## config.mk

```make
export PLATFORM = sky130hd
export DESIGN_NAME = frame_buffer_controller
export DESIGN_NICKNAME = d
export VERILOG_FILES = /design/src/rtl/frame_buffer_pkg.sv /design/src/rtl/sync_edge_detect.sv /design/src/rtl/frame_buffer_controller.sv
export SDC_FILE = /design/constraint.sdc
export NUM_CORES = 1
export LEC_CHECK = 0
export CAP_MARGIN = 20
export CORE_MARGIN = 5
export CORE_UTILIZATION = 35
export CTS_BUF_LIST = sky130_fd_sc_hd__clkbuf_8
export DETAILED_ROUTE_END_ITERATION = 6
export MAX_ROUTING_LAYER = met4
export SYNTH_ARGS = -nofsm -noshare
export SYNTH_HDL_FRONTEND = slang
export SYNTH_SLANG_ARGS = --single-unit
```

## constraint.sdc

```tcl
create_clock -name clock_spi_in -period 2.8 [get_ports clock_spi_in]
set_input_delay 0.56 -clock clock_spi_in [delete_from_list [all_inputs] [get_ports clock_spi_in]]
set_output_delay 0.56 -clock clock_spi_in [all_outputs]
set_load 0.05 [all_outputs]
```

## src/rtl/frame_buffer_pkg.sv

```systemverilog
// Shared command opcodes and capture-state encoding for the frame buffer controller.
package frame_buffer_pkg;

  localparam logic [7:0] OP_ARM    = 8'h20;
  localparam logic [7:0] OP_AVAIL  = 8'h21;
  localparam logic [7:0] OP_READ   = 8'h22;
  localparam logic [7:0] OP_STATUS = 8'h24;
  localparam logic [7:0] OP_ABORT  = 8'h25;

  typedef enum logic [1:0] {
    ST_IDLE,
    ST_ARMED,
    ST_CAPTURING,
    ST_DONE
  } state_t;

endpackage

```

## src/rtl/sync_edge_detect.sv

```systemverilog
// Two-flop synchroniser for an asynchronous level, plus single-cycle rise/fall pulses.
module sync_edge_detect (
  input  logic clock,
  input  logic reset_n,
  input  logic async_level,
  output logic rise,
  output logic fall
);

  logic meta;
  logic sync;
  logic prev;

  always_ff @(posedge clock or negedge reset_n) begin
    if (!reset_n) begin
      meta <= 1'b0;
      sync <= 1'b0;
      prev <= 1'b0;
    end else begin
      meta <= async_level;
      sync <= meta;
      prev <= sync;
    end
  end

  assign rise = sync & ~prev;
  assign fall = ~sync & prev;

endmodule

```

## src/rtl/frame_buffer_controller.sv

```systemverilog
// Captures a framed stream of pixel words into an external RAM and serves the
// stored bytes, byte counts and status back over a byte-wide command interface.
module frame_buffer_controller
  import frame_buffer_pkg::*;
#(
  parameter int DATA_WIDTH  = 32,
  parameter int ADDR_WIDTH  = 14,
  parameter int COUNT_BYTES = 3
) (
  input  logic                  clock_spi_in,
  input  logic                  reset_sync_n,
  input  logic [7:0]            op_code_in,
  input  logic                  op_code_valid_in,
  input  logic [7:0]            operand_in,
  input  logic                  operand_valid_in,
  input  logic [31:0]           operand_count_in,
  output logic [7:0]            response_out,
  output logic                  response_valid_out,
  input  logic [DATA_WIDTH-1:0] pixel_word_in,
  input  logic                  pixel_word_valid_in,
  input  logic                  frame_valid_in,
  output logic                  buffer_write_enable_out,
  output logic [ADDR_WIDTH-1:0] buffer_write_address_out,
  output logic [DATA_WIDTH-1:0] buffer_write_data_out,
  output logic [ADDR_WIDTH-1:0] buffer_read_address_out,
  input  logic [DATA_WIDTH-1:0] buffer_read_data_in,
  output logic                  capture_active_out
);

  localparam int BYTES      = DATA_WIDTH / 8;
  localparam int BYTE_SHIFT = $clog2(BYTES);
  localparam int CW         = ADDR_WIDTH + BYTE_SHIFT + 1;
  localparam int AW         = 8 * COUNT_BYTES;
  localparam logic [CW-1:0] DEPTH_WORDS = CW'({1'b1, {ADDR_WIDTH{1'b0}}});
  localparam logic [CW-1:0] BYTE_MASK   = CW'(BYTES - 1);

  state_t state, next_state;
  logic [CW-1:0] words_written, bytes_read, bytes_written, avail, read_ptr;
  logic [AW-1:0] snapshot, avail_ext;
  logic overflow, operand_prev, frame_rise, frame_fall;
  logic capturing, accept_word, arming, read_edge;
  logic cmd_arm, cmd_avail, cmd_read, cmd_status, cmd_abort;
  logic [7:0] avail_byte, read_byte, response_next;
  logic unused_operand;

  assign unused_operand = ^operand_in;

  sync_edge_detect frame_sync (
    .clock       (clock_spi_in),
    .reset_n     (reset_sync_n),
    .async_level (frame_valid_in),
    .rise        (frame_rise),
    .fall        (frame_fall)
  );

  assign cmd_arm    = op_code_valid_in && (op_code_in == OP_ARM);
  assign cmd_avail  = op_code_valid_in && (op_code_in == OP_AVAIL);
  assign cmd_read   = op_code_valid_in && (op_code_in == OP_READ);
  assign cmd_status = op_code_valid_in && (op_code_in == OP_STATUS);
  assign cmd_abort  = op_code_valid_in && (op_code_in == OP_ABORT);

  always_ff @(posedge clock_spi_in or negedge reset_sync_n) begin
    if (!reset_sync_n) state <= ST_IDLE;
    else               state <= next_state;
  end

  always_comb begin
    next_state = state;
    if (cmd_abort) begin
      next_state = ST_IDLE;
    end else begin
      case (state)
        ST_IDLE, ST_DONE: if (cmd_arm)    next_state = ST_ARMED;
        ST_ARMED:         if (frame_rise) next_state = ST_CAPTURING;
        ST_CAPTURING:     if (frame_fall) next_state = ST_DONE;
        default:          next_state = ST_IDLE;
      endcase
    end
  end

  always_comb begin
    capturing   = (state == ST_CAPTURING);
    accept_word = capturing && pixel_word_valid_in && !cmd_abort;
    arming      = cmd_arm && ((state == ST_IDLE) || (state == ST_DONE));
  end

  assign capture_active_out = capturing;

  // Once the buffer is full, words are dropped and the count saturates at DEPTH.
  always_ff @(posedge clock_spi_in or negedge reset_sync_n) begin
    if (!reset_sync_n) begin
      words_written            <= '0;
      overflow                 <= 1'b0;
      buffer_write_enable_out  <= 1'b0;
      buffer_write_address_out <= '0;
      buffer_write_data_out    <= '0;
    end else begin
      buffer_write_enable_out <= 1'b0;
      if (arming) begin
        words_written <= '0;
        overflow      <= 1'b0;
      end else if (accept_word) begin
        if (words_written == DEPTH_WORDS) begin
          overflow <= 1'b1;
        end else begin
          buffer_write_enable_out  <= 1'b1;
          buffer_write_address_out <= words_written[ADDR_WIDTH-1:0];
          buffer_write_data_out    <= pixel_word_in;
          words_written            <= words_written + CW'(1);
        end
      end
    end
  end

  assign bytes_written = words_written << BYTE_SHIFT;
  assign avail         = bytes_written - bytes_read;
  assign avail_ext     = AW'(avail);
  assign read_edge     = cmd_read && operand_valid_in && !operand_prev;

  // When the reader has caught up with the writer, keep pointing at the last
  // byte handed out so repeated reads return it again.
  always_comb begin
    read_ptr = bytes_read;
    if ((bytes_read >= bytes_written) && (bytes_read != '0))
      read_ptr = bytes_read - CW'(1);
  end

  always_ff @(posedge clock_spi_in or negedge reset_sync_n) begin
    if (!reset_sync_n) begin
      bytes_read              <= '0;
      operand_prev            <= 1'b0;
      snapshot                <= '0;
      buffer_read_address_out <= '0;
    end else begin
      operand_prev            <= operand_valid_in;
      buffer_read_address_out <= ADDR_WIDTH'(read_ptr >> BYTE_SHIFT);
      if (arming)
        bytes_read <= '0;
      else if (read_edge && (bytes_read < bytes_written))
        bytes_read <= bytes_read + CW'(1);
      if (cmd_avail && (operand_count_in == '0))
        snapshot <= avail_ext;
    end
  end

  always_comb begin
    avail_byte = 8'h00;
    if (operand_count_in < 32'(COUNT_BYTES))
      avail_byte = 8'(((operand_count_in == '0) ? avail_ext : snapshot)
                      >> (8 * (COUNT_BYTES - 1 - int'(operand_count_in))));
    read_byte = 8'(buffer_read_data_in >> (8 * (BYTES - 1 - int'(read_ptr & BYTE_MASK))));
    response_next = 8'h00;
    if (cmd_avail)       response_next = avail_byte;
    else if (cmd_read)   response_next = read_byte;
    else if (cmd_status) response_next = {4'b0000, overflow, state == ST_DONE,
                                          state == ST_CAPTURING, state == ST_ARMED};
  end

  always_ff @(posedge clock_spi_in or negedge reset_sync_n) begin
    if (!reset_sync_n) begin
      response_out       <= 8'h00;
      response_valid_out <= 1'b0;
    end else begin
      response_out       <= response_next;
      response_valid_out <= cmd_avail || cmd_read || cmd_status;
    end
  end

endmodule

```

# Yosys cells after proc, flatten, opt, wreduce, memory -nomap -nowiden
# Index checks and enable logic that the tools add are counted.
# word_totals
regBits	128
in_bits	118
output_inout_bits	71
wordCells	96
# op_classes
n_addsub	6
n_lt_le_gt_ge	3
eq_ne	13
n_shift	2
mux	22
n_bitwise	6
reduce_logical	29
# op_table
cell	count
2-to-1 mux 17 bit	6
== test 8 x 6 -> 1 bit (second input constant)	5
adder 17 x 1 -> 17 bit (second input constant)	2
zero test 32 bit	1
< comparator 32 x 2 -> 1 bit (second input constant)	1
right shift 17 x 32 -> 8 bit	1
right shift 32 x 32 -> 8 bit	1
subtractor 3 x 29 -> 29 bit (first input constant)	1
2-to-1 mux 8 bit	3
== test 17 x 15 -> 1 bit (second input constant)	1
greater-or-equal comparator 17 bit	1
< comparator 17 bit	1
nonzero test 17 bit	1
subtractor 17 bit	1
2-to-1 mux 16 bit	1
subtractor 16 x 1 -> 16 bit (second input constant)	1
logical AND 1 bit	13
2-to-1 mux 2 bit	4
2-to-1 mux 1 bit	6
!= test 3 bit (second input constant)	2
case mux 2 bit (3 select lines)	1
AND reduction 3 bit	2
nonzero test 2 bit	3
== test 2 bit (second input constant)	2
other kinds (12)	20

# Logic depth before layout (Yosys ltp)
# Gate-level depths: netlist of the first run.
# logic_depth
word_depth	7
mapped_depth	12
depth_no_buf	10

# By module
# A second synthesis of the first run with hierarchy kept.
# hier_totals
cells_unflattened	692
area_unflattened_um2	7109.3
# modules_own_cells
module	n_inst	cells_each	area_each_um2	seq_area_each_um2
frame_buffer_controller	1	687	7019.2	3128.0
sync_edge_detect	1	5	90.1	75.1

# Worst setup path before layout of the first run
# Ideal clock, no wire load.
# synth_path
path_type	register -> register
start	reg bytes_read[2]
end	reg bytes_read[13]
setup_ps	132
t_arrival_ps	2845
required_ps	2668
slack_ps	-177
path_stages_with_launch	13
n_path_buf	2
synth_period_minus_slack_ps	2977
cell_sequence	dfrtp_1 clkbuf_1 inv_1 ha_1 or3b_1 a221oi_2 a21o_2 a21oi_2 o31ai_2 buf_2 nand4_1 xnor2_1 nor2_1
# synth_via
elab_chain_cells	3
# synth_lines
item	line_no	source
start: declaration	frame_buffer_controller.sv:38	logic [CW-1:0] words_written, bytes_read, bytes_written, avail, read_ptr;
start signal: assignment	frame_buffer_controller.sv:140	bytes_read <= bytes_read + CW'(1);
adder 17 x 1 -> 17 bit or < comparator 17 bit (tied branches)	frame_buffer_controller.sv:140, frame_buffer_controller.sv:139	
2-to-1 mux 17 bit or logical AND 1 bit (tied branches)	frame_buffer_controller.sv:139	else if (read_edge && (bytes_read < bytes_written))
2-to-1 mux 17 bit or nonzero test 2 bit (tied branches)	-	
# Several ways; a longest one is shown, not always the timed one. The select of a mux whose other input is x is not followed.
# A chain may end at the register's enable or synchronous reset.

# Final worst setup path of the first run
# layout_path
start	reg words_written[0]
end	reg response_out[1]
# layout_via
elab_chain_cells	7
# layout_lines
item	line_no	source
start: declaration	frame_buffer_controller.sv:38	
start signal: assignment	frame_buffer_controller.sv:109	words_written <= words_written + CW'(1);
greater-or-equal comparator 17 bit	frame_buffer_controller.sv:124	if ((bytes_read >= bytes_written) && (bytes_read != '0))
logical AND 1 bit	frame_buffer_controller.sv:124	
2-to-1 mux 16 bit	frame_buffer_controller.sv:124	
subtractor 2 x 2 -> 3 bit	frame_buffer_controller.sv:151	read_byte = 8'(buffer_read_data_in >> (8 * (BYTES - 1 - int'(read_ptr & BYTE_MASK))));
right shift 32 x 32 -> 8 bit	frame_buffer_controller.sv:151	
2-to-1 mux 8 bit	frame_buffer_controller.sv:154	else if (cmd_read) response_next = read_byte;
2-to-1 mux 8 bit (*)	frame_buffer_controller.sv:153	if (cmd_avail) response_next = avail_byte;
named net response_next[1]	frame_buffer_controller.sv:43	logic [7:0] avail_byte, read_byte, response_next;
end signal: assignment	frame_buffer_controller.sv:164	response_out <= response_next;
end: declaration	frame_buffer_controller.sv:17	output logic [7:0] response_out,
# The timed path passes the listed nets; every way through them passes the cells marked *.

==> results.json, run 1 <==
{
  "drive_above_1_share_pct": 25.91,
  "number_of_enable_flip_flop_cells_after_synthesis": 0,
  "critical_path.startpoint": "words_written[0]$_DFFE_PN0P_",
  "tritoncts": "done",
  "clock-sinks": 128,
  "cts.path.max_buffers": 2,
  "cpMaxStageDelayCell": "sky130_fd_sc_hd__mux4_2",
  "worst-r2r-cell-count": 9,
  "synth_area_um2": 7345,
  "pwr-share-seq_pct": 33.5,
  "combinationalPowerShare_pct": 41.1,
  "pin_count": 189,
  "cell_internal_pwr_uw": 4365,
  "timing.critical_path.to_type": "flop",
  "mappedNetlistNets": 861,
  "fp.dieArea_um2": 23980,
  "finalCriticalPeriod_ns": 2.770,
  "clkLatencyLatePin_ns": 0.45,
  "synth_area_leaders": "sky130_fd_sc_hd__dfrtp_1 (44%), sky130_fd_sc_hd__mux2_2 (11%), sky130_fd_sc_hd__xnor2_1 (4.7%), sky130_fd_sc_hd__ha_1 (4.6%), sky130_fd_sc_hd__nor2_1 (3.3%)",
  "post_synth_cell_types": 66,
  "hold_class": "input port to async pin",
  "max-cap-violations": 0,
  "p_clk_share_pct": 25.4,
  "rsz0062_at_grt": "true",
  "htreeDepth": 4,
  "netSwitchingPower_uw": 2603,
  "grt_first_pass_wirelength_um": 33950,
  "vias_per_cell": 4.936,
  "clk_root_buffer_cell": "sky130_fd_sc_hd__clkbuf_8",
  "post-route-period-util_pct": 98.92,
  "antenna_violations_before_repair": 0,
  "syn-instance-count": 716,
  "design_area_um2": 10960,
  "detailed_place.area_um2": 10270,
  "synth-seq-area-share_pct": 43.61,
  "totalWireLength_um": 21250,
  "grt_remaining_overflow": 0,
  "gp_congestion": 0.8768,
  "ff_latch_area_um2": 3203,
  "final.setup.tns_ns": 0,
  "critical_path.reg2reg.endpoint": "response_out[1]$_DFF_PN0_",
  "postSynth.asyncResetShare_pct": 100.0,
  "design.core.area_um2": 20820,
  "synth-warning-count": 0,
  "finClkSkew_ns": 0.01422,
  "register_bit_total_from_synthesis": 128,
  "wire_per_inst_um": 16.42,
  "clk_pin_slew_ns": 0.07,
  "final_net_count": 1151,
  "crit_type": "flop to flop",
  "ys_dominant_reg_cell": "sky130_fd_sc_hd__dfrtp_1",
  "crit-reg2reg-launch": "words_written[0]$_DFFE_PN0P_",
  "yosysMostFrequentCell": "sky130_fd_sc_hd__dfrtp_1",
  "fp-row-count": 53,
  "finalHoldViolations": 0,
  "leakagePower_uw": 0.004918,
  "power.density_nw_per_um2": 635.6,
  "floorplan.die.height_um": 154.9,
  "setup-violations-final": 0,
  "netSwitchingFraction_pct": 37.35,
  "result_of_the_run": "finished, final reports clean",
  "first_pass_iters": 4,
  "detailedPlacementHpwl_um": 16090,
  "achievable-frequency_mhz": 361.1,
  "insertedDiodeCount": 0,
  "regToRegSetupSlack_ns": 0.03,
  "critical_path.max_fanout": 4,
  "cts_buffers": 17,
  "die_wd_um": 154.9,
  "drtIter0Drc": 251,
  "yosysTopAreaCellShare_pct": 43.61,
  "port-buffer-count": 180,
  "timing.critical_path.from_type": "flop",
  "ant_nets": 0,
  "area_delta_synth_final_pct": 49.27,
  "multi_input_comb_area_um2": 4079,
  "critPathArrivalTime_ns": 3.10,
  "maximum_number_of_pins_on_one_net_before_global_route_repair": 72,
  "irDropWorstVdd_mv": 0.6259,
  "avg_inst_size_synth_um2": 10.26,
  "global_route.usage.total_pct": 18.13,
  "filler_cell_count": 1920,
  "worstSetupEndpoint": "response_out[1]$_DFF_PN0_",
  "drv_slew": 0,
  "initial_utilization_pct": 35.27,
  "worst_path_cell_chain": "ha_4, or3b_4, a221oi_4, a21o_4, buf_4, xor2_1, mux4_2, nor2b_1, a211o_1",
  "synth_area_leader_cell": "sky130_fd_sc_hd__dfrtp_1",
  "worst_path_largest_cell_delay_ns": 0.45,
  "critPathRequiredTime_ns": 3.14,
  "slew-limit-headroom_pct": 53.45,
  "max_slew.worst_pin.slew_ns": 0.6982,
  "drc_errors": 0,
  "via_count_of_the_first_global_routing_pass": 6550,
  "synthTopCellsByCount": "sky130_fd_sc_hd__dfrtp_1 (128), sky130_fd_sc_hd__mux2_2 (70), sky130_fd_sc_hd__nor2_1 (64), sky130_fd_sc_hd__nand2_1 (47), sky130_fd_sc_hd__xnor2_1 (39)",
  "dr_total_vias": 6387
}
-- metrics by stage --
step / setup WS (ns) / power [µW] / hold slack [ns] / std cells / utilization, %
2_1_floorplan: 0.009204 / 4078 / 0.2644 / 716 / -
3_3_place_gp: -0.08966 / 5174 / 0.3375 / 1252 / 49.33
3_5_place_dp: -0.2442 / 5206 / 0.3378 / 1252 / 49.33
4_1_cts: -0.02472 / 7033 / 0.1296 / 1289 / 51.82
5_1_grt: -0.06188 / 7316 / 0.1545 / 1294 / 52.65
6_report: 0.03031 / 6968 / 0.1371 / 1294 / 52.65
-- worst min path at each step --
| stage | from | end | cells past startpoint |
|---|---|---|---|
| floorplan | reset_sync_n | buffer_read_address_out[0]$_DFF_PN0_ | 0 |
| global placement | frame_sync.meta$_DFF_PN0_ | frame_sync.sync$_DFF_PN0_ | 0 |
| detailed placement | frame_sync.meta$_DFF_PN0_ | frame_sync.sync$_DFF_PN0_ | 0 |
| CTS | reset_sync_n | buffer_write_data_out[1]$_DFFE_PN0P_ | 1 |
| global route | reset_sync_n | buffer_write_data_out[1]$_DFFE_PN0P_ | 1 |
| finish | reset_sync_n | buffer_write_data_out[1]$_DFFE_PN0P_ | 1 |
-- critical path: cells and delay by family (launching register included) --
kind	cells	cell delay [ns]
adder cells (fa/ha/maj)	1	0.28
AND/OR/NAND/NOR	2	0.55
buffers and inverters	1	0.12
multiplexers	1	0.45
flip-flops	1	0.43
AO/OA/AOI/OAI	3	0.74
XOR/XNOR	1	0.09
-- power by group through the flow --
stage | logic (µW) | registers [µW] | clock network (µW)
6_report | 2860 | 2340 | 1770
5_1_grt | 3030 | 2380 | 1900
4_1_cts | 2870 | 2340 | 1820
3_5_place_dp | 2830 | 2380 | 0
3_3_place_gp | 2820 | 2360 | 0
2_1_floorplan | 747 | 3330 | 0
-- sequential cells by signal, indices dropped and copies added (netlist names), 2 cells and up --
| name | count |
|---|---|
| bytes_read | 17 |
| response_out | 8 |
| buffer_write_data_out | 32 |
| buffer_read_address_out | 14 |
| snapshot | 17 |
| state | 2 |
| buffer_write_address_out | 14 |
| words_written | 17 |
-- kinds of logic (layout without fill, tap and decap cells) --
logic type                 after synthesis  after routing  share of synthesized area, %
muxes                                   91             91                         14.67
DFF                                    128            128                         43.61
adders and majority gates               27             27                         4.600
AOI/OAI and AO/OA                      116            116                         10.63
and+or+nand+nor                        235            235                         16.35
buffers and inverters                   62            365                         3.339
xor gates and xnor gates                57             57                         6.797
-- cell type report --
class                      instances  area share [%]
tap                              275           3.139
sequential                       128           29.22
inverter                          33           1.130
clock inverter                    13           1.552
clock buffer                      19           2.385
timing repair buffer             300           25.37
multi-input combinational        526           37.21
-- cell usage in the layout, fill, tap and decap left out, drive strengths merged, types with 3 or more instances in the layout --
master / synthesis / layout
nor4: 14 / 14
a31oi: 4 / 4
a21o: 8 / 8
clkdlybuf4s50: 0 / 179
mux2: 70 / 70
nor4b: 4 / 4
xor2: 18 / 18
clkbuf: 22 / 19
and2: 10 / 10
o31ai: 6 / 6
nand3: 24 / 24
nand2: 47 / 47
xnor2: 39 / 39
nand4: 15 / 15
dfrtp: 128 / 128
o21a: 4 / 4
nor2: 64 / 64
ha: 27 / 27
o22ai: 7 / 7
clkinv: 1 / 5
mux2i: 15 / 15
or3: 5 / 5
o21ai: 32 / 32
a221oi: 3 / 3
and4: 10 / 10
or2: 3 / 3
nor2b: 3 / 3
bufinv: 0 / 4
and3: 11 / 11
inv: 32 / 35
nor3: 14 / 14
o211ai: 5 / 5
buf: 7 / 121
a21oi: 26 / 26
mux4: 6 / 6
nand2b: 3 / 3
a211oi: 4 / 4
-- timing repair --
action / CTS / global route
gates resized for setup: 12 / 27
setup buffers: 5 / 5
setup endpoints to repair: 16 / 31
pin swaps: 13 / 17
hold buffers: 0 / 0
-- routing by layer --
layer	track usage (%)	vias up	part of all wire, %
met4	3.616	0	0.77
met1	24.38	3060	47
met5	-	-	0
met2	28.16	142	46
met3	4.423	11	5.3
li1	-	3174	-
(Power assumes the default switching activity.)
==> run 2, diff against run 1 <==
--- a/config.mk
+++ b/config.mk
@@ -11,6 +11,7 @@
 export CTS_BUF_LIST = sky130_fd_sc_hd__clkbuf_8
 export DETAILED_ROUTE_END_ITERATION = 6
 export MAX_ROUTING_LAYER = met4
+export RECOVER_POWER = 100
 export SYNTH_ARGS = -nofsm -noshare
 export SYNTH_HDL_FRONTEND = slang
 export SYNTH_SLANG_ARGS = --single-unit
==> run 2 against run 1 <==
Effect of this change: power shrank 1.7%; wire length is essentially flat; cell area shrank 0.41%; fmax is essentially flat; critical path depth is the same; the flow now finishes with violations (max-capacitance violations, max-slew violations); largest cell class unchanged; flip-flop and latch count is the same; register-to-register slack is essentially flat; cell count is the same; sequential share of layout area grew 0.12 points; core utilization shrank 0.22 points; worst setup slack lost 0.0017 ns.
==> results.json, run 2 (synthesis results as in run 1) <==
{
  "critPathRequiredTime_ns": 3.14,
  "crit_type": "flop to flop",
  "netSwitchingFraction_pct": 37.82,
  "post-route-period-util_pct": 98.98,
  "design_area_um2": 10920,
  "dr_total_vias": 6406,
  "irDropWorstVdd_mv": 0.6053,
  "antenna_violations_before_repair": 0,
  "fp-row-count": 53,
  "totalWireLength_um": 21230,
  "area_delta_synth_final_pct": 48.65,
  "port-buffer-count": 180,
  "tritoncts": "done",
  "failed_checks": "max-capacitance violations, max-slew violations",
  "rsz0062_at_grt": "true",
  "finalHoldViolations": 0,
  "drv_slew": 71,
  "worst_path_cell_chain": "ha_4, or3b_4, a221oi_4, a21o_4, buf_4, xor2_1, mux4_2, nor2b_1, a211o_1",
  "timing.critical_path.from_type": "flop",
  "slew-limit-headroom_pct": -26.30,
  "htreeDepth": 4,
  "initial_utilization_pct": 35.27,
  "maximum_number_of_pins_on_one_net_before_global_route_repair": 72,
  "drc_errors": 0,
  "timing.critical_path.to_type": "flop",
  "registers.top_by_ff_count": "buffer_write_data_out",
  "critical_path.max_fanout": 4,
  "grt_remaining_overflow": 0,
  "grt_use_met1_pct": 24.38,
  "hold_class": "flop to flop",
  "detailedPlacementHpwl_um": 16090,
  "drive_above_1_share_pct": 24.83,
  "power.density_nw_per_um2": 627.5,
  "global_route.usage.total_pct": 18.13,
  "via_count_of_the_first_global_routing_pass": 6550,
  "worst_path_largest_cell_delay_ns": 0.45,
  "finClkSkew_ns": 0.01370,
  "setup-violations-final": 0,
  "critical_path.startpoint": "words_written[0]$_DFFE_PN0P_",
  "global_route.usage.met3_pct": 4.423,
  "pwr-share-seq_pct": 33.9,
  "detailed_place.area_um2": 10270,
  "achievable-frequency_mhz": 360.8,
  "clock-sinks": 128,
  "clk_root_buffer_cell": "sky130_fd_sc_hd__clkbuf_8",
  "max_slew.worst_pin.slew_ns": 1.894,
  "cts_buffers": 17,
  "result_of_the_run": "finished, violations left",
  "drtIter0Drc": 232,
  "insertedDiodeCount": 0,
  "top_library_cells_by_usage_in_the_layout_fill_and_taps_aside": "sky130_fd_sc_hd__dfrtp_1 (128), sky130_fd_sc_hd__clkdlybuf4s50_1 (106), sky130_fd_sc_hd__buf_4 (102)",
  "critPathArrivalTime_ns": 3.11,
  "floorplan.die.height_um": 154.9,
  "pin_count": 189,
  "cpMaxStageDelayCell": "sky130_fd_sc_hd__mux4_2",
  "first_pass_iters": 4,
  "netSwitchingPower_uw": 2591,
  "placed_cells_incl_taps": 1252,
  "vias_per_cell": 4.951,
  "crit-reg2reg-launch": "words_written[0]$_DFFE_PN0P_",
  "fin_util_pct": 52.43,
  "design.core.area_um2": 20820,
  "wire_per_inst_um": 16.40,
  "grt_first_pass_wirelength_um": 33950,
  "max-cap-violations": 1,
  "final.setup.tns_ns": 0,
  "finalCriticalPeriod_ns": 2.771,
  "clk_pin_slew_ns": 0.07,
  "combinationalPowerShare_pct": 40.2,
  "leakagePower_uw": 0.005004,
  "fp.dieArea_um2": 23980,
  "clkLatencyLatePin_ns": 0.45,
  "largest_register_ff_count": 32,
  "hold_path_startpoint": "frame_sync.meta$_DFF_PN0_",
  "fin_cells": 1294,
  "cell_internal_pwr_uw": 4260,
  "ant_nets": 0,
  "die_wd_um": 154.9,
  "final_net_count": 1151,
  "grt-busiest-layer": "met2",
  "p_clk_share_pct": 25.8,
  "gp_congestion": 0.8768,
  "grt_util_met2_pct": 28.16,
  "layout.cells.most_common": "sky130_fd_sc_hd__dfrtp_1",
  "cts.path.max_buffers": 2
}
==> run 2: cell count changes in the layout (fill, tap and decap cells not counted), sizes merged <==
cell	previous run	this run
dlygate4sd3	0	73
buf	121	110
clkdlybuf4s50	179	106
clkbuf	19	30
==> run 2: critical path, delay by kind of cell, from the launching register on <==
kind | cells | cell delay, ns
muxes | 1 | 0.45
and+or+nand+nor | 2 | 0.55
adders and majority gates | 1 | 0.28
DFF | 1 | 0.43
buffers and inverters | 1 | 0.12
AOI/OAI and AO/OA | 3 | 0.74
xor gates and xnor gates | 1 | 0.09
==> run 2: layout make-up <==
class / instances / area [µm²]
repair buffers: 300 / 2745
clock inverters: 13 / 170.2
clock buffers: 19 / 261.5
multi-input cells: 526 / 4070
well taps: 275 / 344.1
flip-flops and latches: 128 / 3203
fillers: 1924 / 9905
inverters: 33 / 123.9
==> run 2: path summary, 6_finish.rpt <==
path / endpoint / slack (ns) / cells past startpoint
worst max-delay path: response_out[1]$_DFF_PN0_ / 0.03 / 9
worst min-delay path: frame_sync.sync$_DFF_PN0_ / 0.34 / 0
worst max register to register: response_out[1]$_DFF_PN0_ / 0.03 / 9
worst min register to register: frame_sync.sync$_DFF_PN0_ / 0.34 / 0
max in group asynchronous: snapshot[7]$_DFFE_PN0P_ / 0.72 / 2
min in group asynchronous: buffer_write_data_out[1]$_DFFE_PN0P_ / 0.61 / 1
==> run 2: power by group through the flow <==
stage / clock network, µW / logic [µW] / registers (µW)
global route: 1900 / 2920 / 2370
CTS: 1820 / 2870 / 2340
floorplan: 0 / 747 / 3330
finish: 1770 / 2760 / 2320
global placement: 0 / 2820 / 2360
detailed placement: 0 / 2830 / 2380
==> run 2: layer usage <==
metal  vias up  wire length (µm)
met1      3066             10060
met3        11              1120
met5         -                 0
li1       3177                 -
met4         0               167
met2       152              9882
==> run 2: repair_timing <==
action,CTS,global route
buffers inserted,5,5
pin swaps,13,17
setup endpoints to repair,16,31
hold buffers,0,0
endpoints found under the hold margin,0,0
resized for setup,12,27
==> run 2: stage by stage <==
stage,hold slack [ns],power [µW],setup slack (ns)
finish,0.3436,6852,0.02865
global route,0.3643,7198,-0.06188
CTS,0.1296,7033,-0.02472
detailed placement,0.3378,5206,-0.2442
global placement,0.3375,5174,-0.08966
floorplan,0.2644,4078,0.009204
==> run 3, diff against run 2 <==
--- a/config.mk
+++ b/config.mk
@@ -11,7 +11,7 @@
 export CTS_BUF_LIST = sky130_fd_sc_hd__clkbuf_8
 export DETAILED_ROUTE_END_ITERATION = 6
 export MAX_ROUTING_LAYER = met4
-export RECOVER_POWER = 100
+export RECOVER_POWER = 50
 export SYNTH_ARGS = -nofsm -noshare
 export SYNTH_HDL_FRONTEND = slang
 export SYNTH_SLANG_ARGS = --single-unit
==> run 3 against run 2 <==
Effect of this change: the run still ends with max-capacitance violations, max-slew violations left; critical path type unchanged; critical path depth unchanged; fmax about the same; cell area is 0.18% higher; wire length is 0.10% higher; sequential power about the same; non-clock buffer count is the same; combinational power rose by 3%; die area unchanged; flip-flop and latch count is the same; worst setup slack improved by 0.0014 ns; count of clock-buffer cells in the layout unchanged; first-iteration DRC count increased by 6.5%.
==> results.json, run 3 (synthesis results as in run 1) <==
{
  "critPathArrivalTime_ns": 3.10,
  "power.density_nw_per_um2": 636.1,
  "dr_total_vias": 6396,
  "irDropWorstVdd_mv": 0.6257,
  "drc_errors": 0,
  "antenna_violations_before_repair": 0,
  "filler_cell_count": 1919,
  "clock-sinks": 128,
  "final_net_count": 1151,
  "worst-r2r-cell-count": 9,
  "timing.hold.worst_path_depth": 0,
  "finalHoldWorstSlack_ns": 0.3435,
  "critical_path.reg2reg.endpoint": "response_out[1]$_DFF_PN0_",
  "totalWireLength_um": 21250,
  "htreeDepth": 4,
  "clkLatencyLatePin_ns": 0.45,
  "critical_path.max_fanout": 4,
  "maximum_number_of_pins_on_one_net_before_global_route_repair": 72,
  "initial_utilization_pct": 35.27,
  "vias_per_cell": 4.943,
  "hold_class": "flop to flop",
  "largest_register_ff_count": 32,
  "fp.dieArea_um2": 23980,
  "finClkSkew_ns": 0.01496,
  "slew-limit-headroom_pct": -26.55,
  "drv_slew": 71,
  "timing.critical_path.from_type": "flop",
  "clk_pin_slew_ns": 0.07,
  "timing.critical_path.to_type": "flop",
  "gp_congestion": 0.8768,
  "die_wd_um": 154.9,
  "failed_checks": "max-capacitance violations, max-slew violations",
  "finalCriticalPeriod_ns": 2.770,
  "post-route-period-util_pct": 98.93,
  "preCtsSetupSlack_ns": -0.2442,
  "hold_path_startpoint": "frame_sync.meta$_DFF_PN0_",
  "achievable-frequency_mhz": 361.0,
  "rsz0062_at_grt": "true",
  "placed_cells_incl_taps": 1252,
  "pin_count": 189,
  "crit-reg2reg-launch": "words_written[0]$_DFFE_PN0P_",
  "leakagePower_uw": 0.004924,
  "first_pass_iters": 4,
  "detailedPlacementHpwl_um": 16090,
  "tritoncts": "done",
  "fin_cells": 1294,
  "max_slew.worst_pin.slew_ns": 1.898,
  "drive_above_1_share_pct": 25.42,
  "via_count_of_the_first_global_routing_pass": 6550,
  "final.setup.tns_ns": 0,
  "regToRegSetupSlack_ns": 0.03,
  "top_library_cells_by_usage_in_the_layout_fill_and_taps_aside": "sky130_fd_sc_hd__clkdlybuf4s50_1 (158), sky130_fd_sc_hd__dfrtp_1 (128), sky130_fd_sc_hd__buf_4 (107)",
  "clk_root_buffer_cell": "sky130_fd_sc_hd__clkbuf_8",
  "port-buffer-count": 180,
  "grt_first_pass_wirelength_um": 33950,
  "cts_buffers": 17,
  "layout.cells.most_common": "sky130_fd_sc_hd__clkdlybuf4s50_1",
  "registers.top_by_ff_count": "buffer_write_data_out",
  "grt_remaining_overflow": 0,
  "crit_type": "flop to flop",
  "area_delta_synth_final_pct": 48.93,
  "finalHoldViolations": 0,
  "hold_path_end": "frame_sync.sync$_DFF_PN0_",
  "drtIter0Drc": 247,
  "cts.path.max_buffers": 2,
  "floorplan.die.height_um": 154.9,
  "worst_slack_ns": 0.03008,
  "insertedDiodeCount": 0,
  "max-cap-violations": 1,
  "ant_nets": 0,
  "critPathRequiredTime_ns": 3.13,
  "global_route.usage.total_pct": 18.13,
  "wire_per_inst_um": 16.42,
  "design.core.area_um2": 20820,
  "fp-row-count": 53,
  "setup-violations-final": 0,
  "result_of_the_run": "finished, violations left"
}
[run 3: worst max-delay path, stage by stage (launching register included)]
cell and delay [ns]:
sky130_fd_sc_hd__dfrtp_1 0.43, sky130_fd_sc_hd__ha_4 0.28, sky130_fd_sc_hd__or3b_4 0.39, sky130_fd_sc_hd__a221oi_4 0.27, sky130_fd_sc_hd__a21o_4 0.20, sky130_fd_sc_hd__buf_4 0.12
sky130_fd_sc_hd__xor2_1 0.09, sky130_fd_sc_hd__mux4_2 0.45, sky130_fd_sc_hd__nor2b_1 0.16, sky130_fd_sc_hd__a211o_1 0.27
[run 3: how the worst max path moves through the flow]
stage	startpoint	end	slack [ns]
2_1_floorplan	bytes_read[2]$_DFFE_PN0P_	snapshot[13]$_DFFE_PN0P_	0.009
5_1_grt	words_written[0]$_DFFE_PN0P_	bytes_read[7]$_DFFE_PN0P_	-0.06
4_1_cts	words_written[0]$_DFFE_PN0P_	response_out[1]$_DFF_PN0_	-0.02
3_3_place_gp	op_code_in[3]	bytes_read[7]$_DFFE_PN0P_	-0.09
3_5_place_dp	op_code_in[3]	bytes_read[7]$_DFFE_PN0P_	-0.24
6_report	words_written[0]$_DFFE_PN0P_	response_out[1]$_DFF_PN0_	0.03
[run 3: stage by stage]
step                      total power [µW]  instance area [µm²]  utilization [%]
after floorplan                       4078                 7361                -
after global placement                5174                10270            49.33
after detailed placement              5206                10270            49.33
after CTS                             7033                10790            51.82
after global routing                  7306                10940            52.53
final                                 6957                10940            52.53
[run 3: power breakdown]
part	internal, µW	switching [µW]
registers	2170	169
clock network	1000	764
logic	1180	1670
total	4360	2600
[run 3: area by class of cell]
| type | instances | area (µm²) | share of cell area, % |
|---|---|---|---|
| Clock buffer | 19 | 261.5 | 2.391 |
| Clock inverter | 13 | 170.2 | 1.556 |
| Inverter | 33 | 123.9 | 1.132 |
| Multi-Input combinational cell | 526 | 4079 | 37.29 |
| Sequential cell | 128 | 3203 | 29.28 |
| Tap cell | 275 | 344.1 | 3.146 |
| Timing Repair Buffer | 300 | 2756 | 25.20 |
[run 3: repair_timing]
| action | 4_1_cts | 5_1_grt |
|---|---|---|
| hold endpoints to repair | 0 | 0 |
| hold buffers | 0 | 0 |
| resized for setup | 12 | 27 |
| buffers inserted | 5 | 5 |
| pin swaps | 13 | 17 |
| endpoints found under the setup margin | 16 | 31 |
[run 3: routing by layer]
metal / GRT usage [%] / up-vias / part of all wire, %
met5: - / - / 0
li1: - / 3174 / -
met4: 3.616 / 0 / 0.78
met2: 28.16 / 143 / 47
met1: 24.38 / 3067 / 47
met3: 4.423 / 12 / 5.4
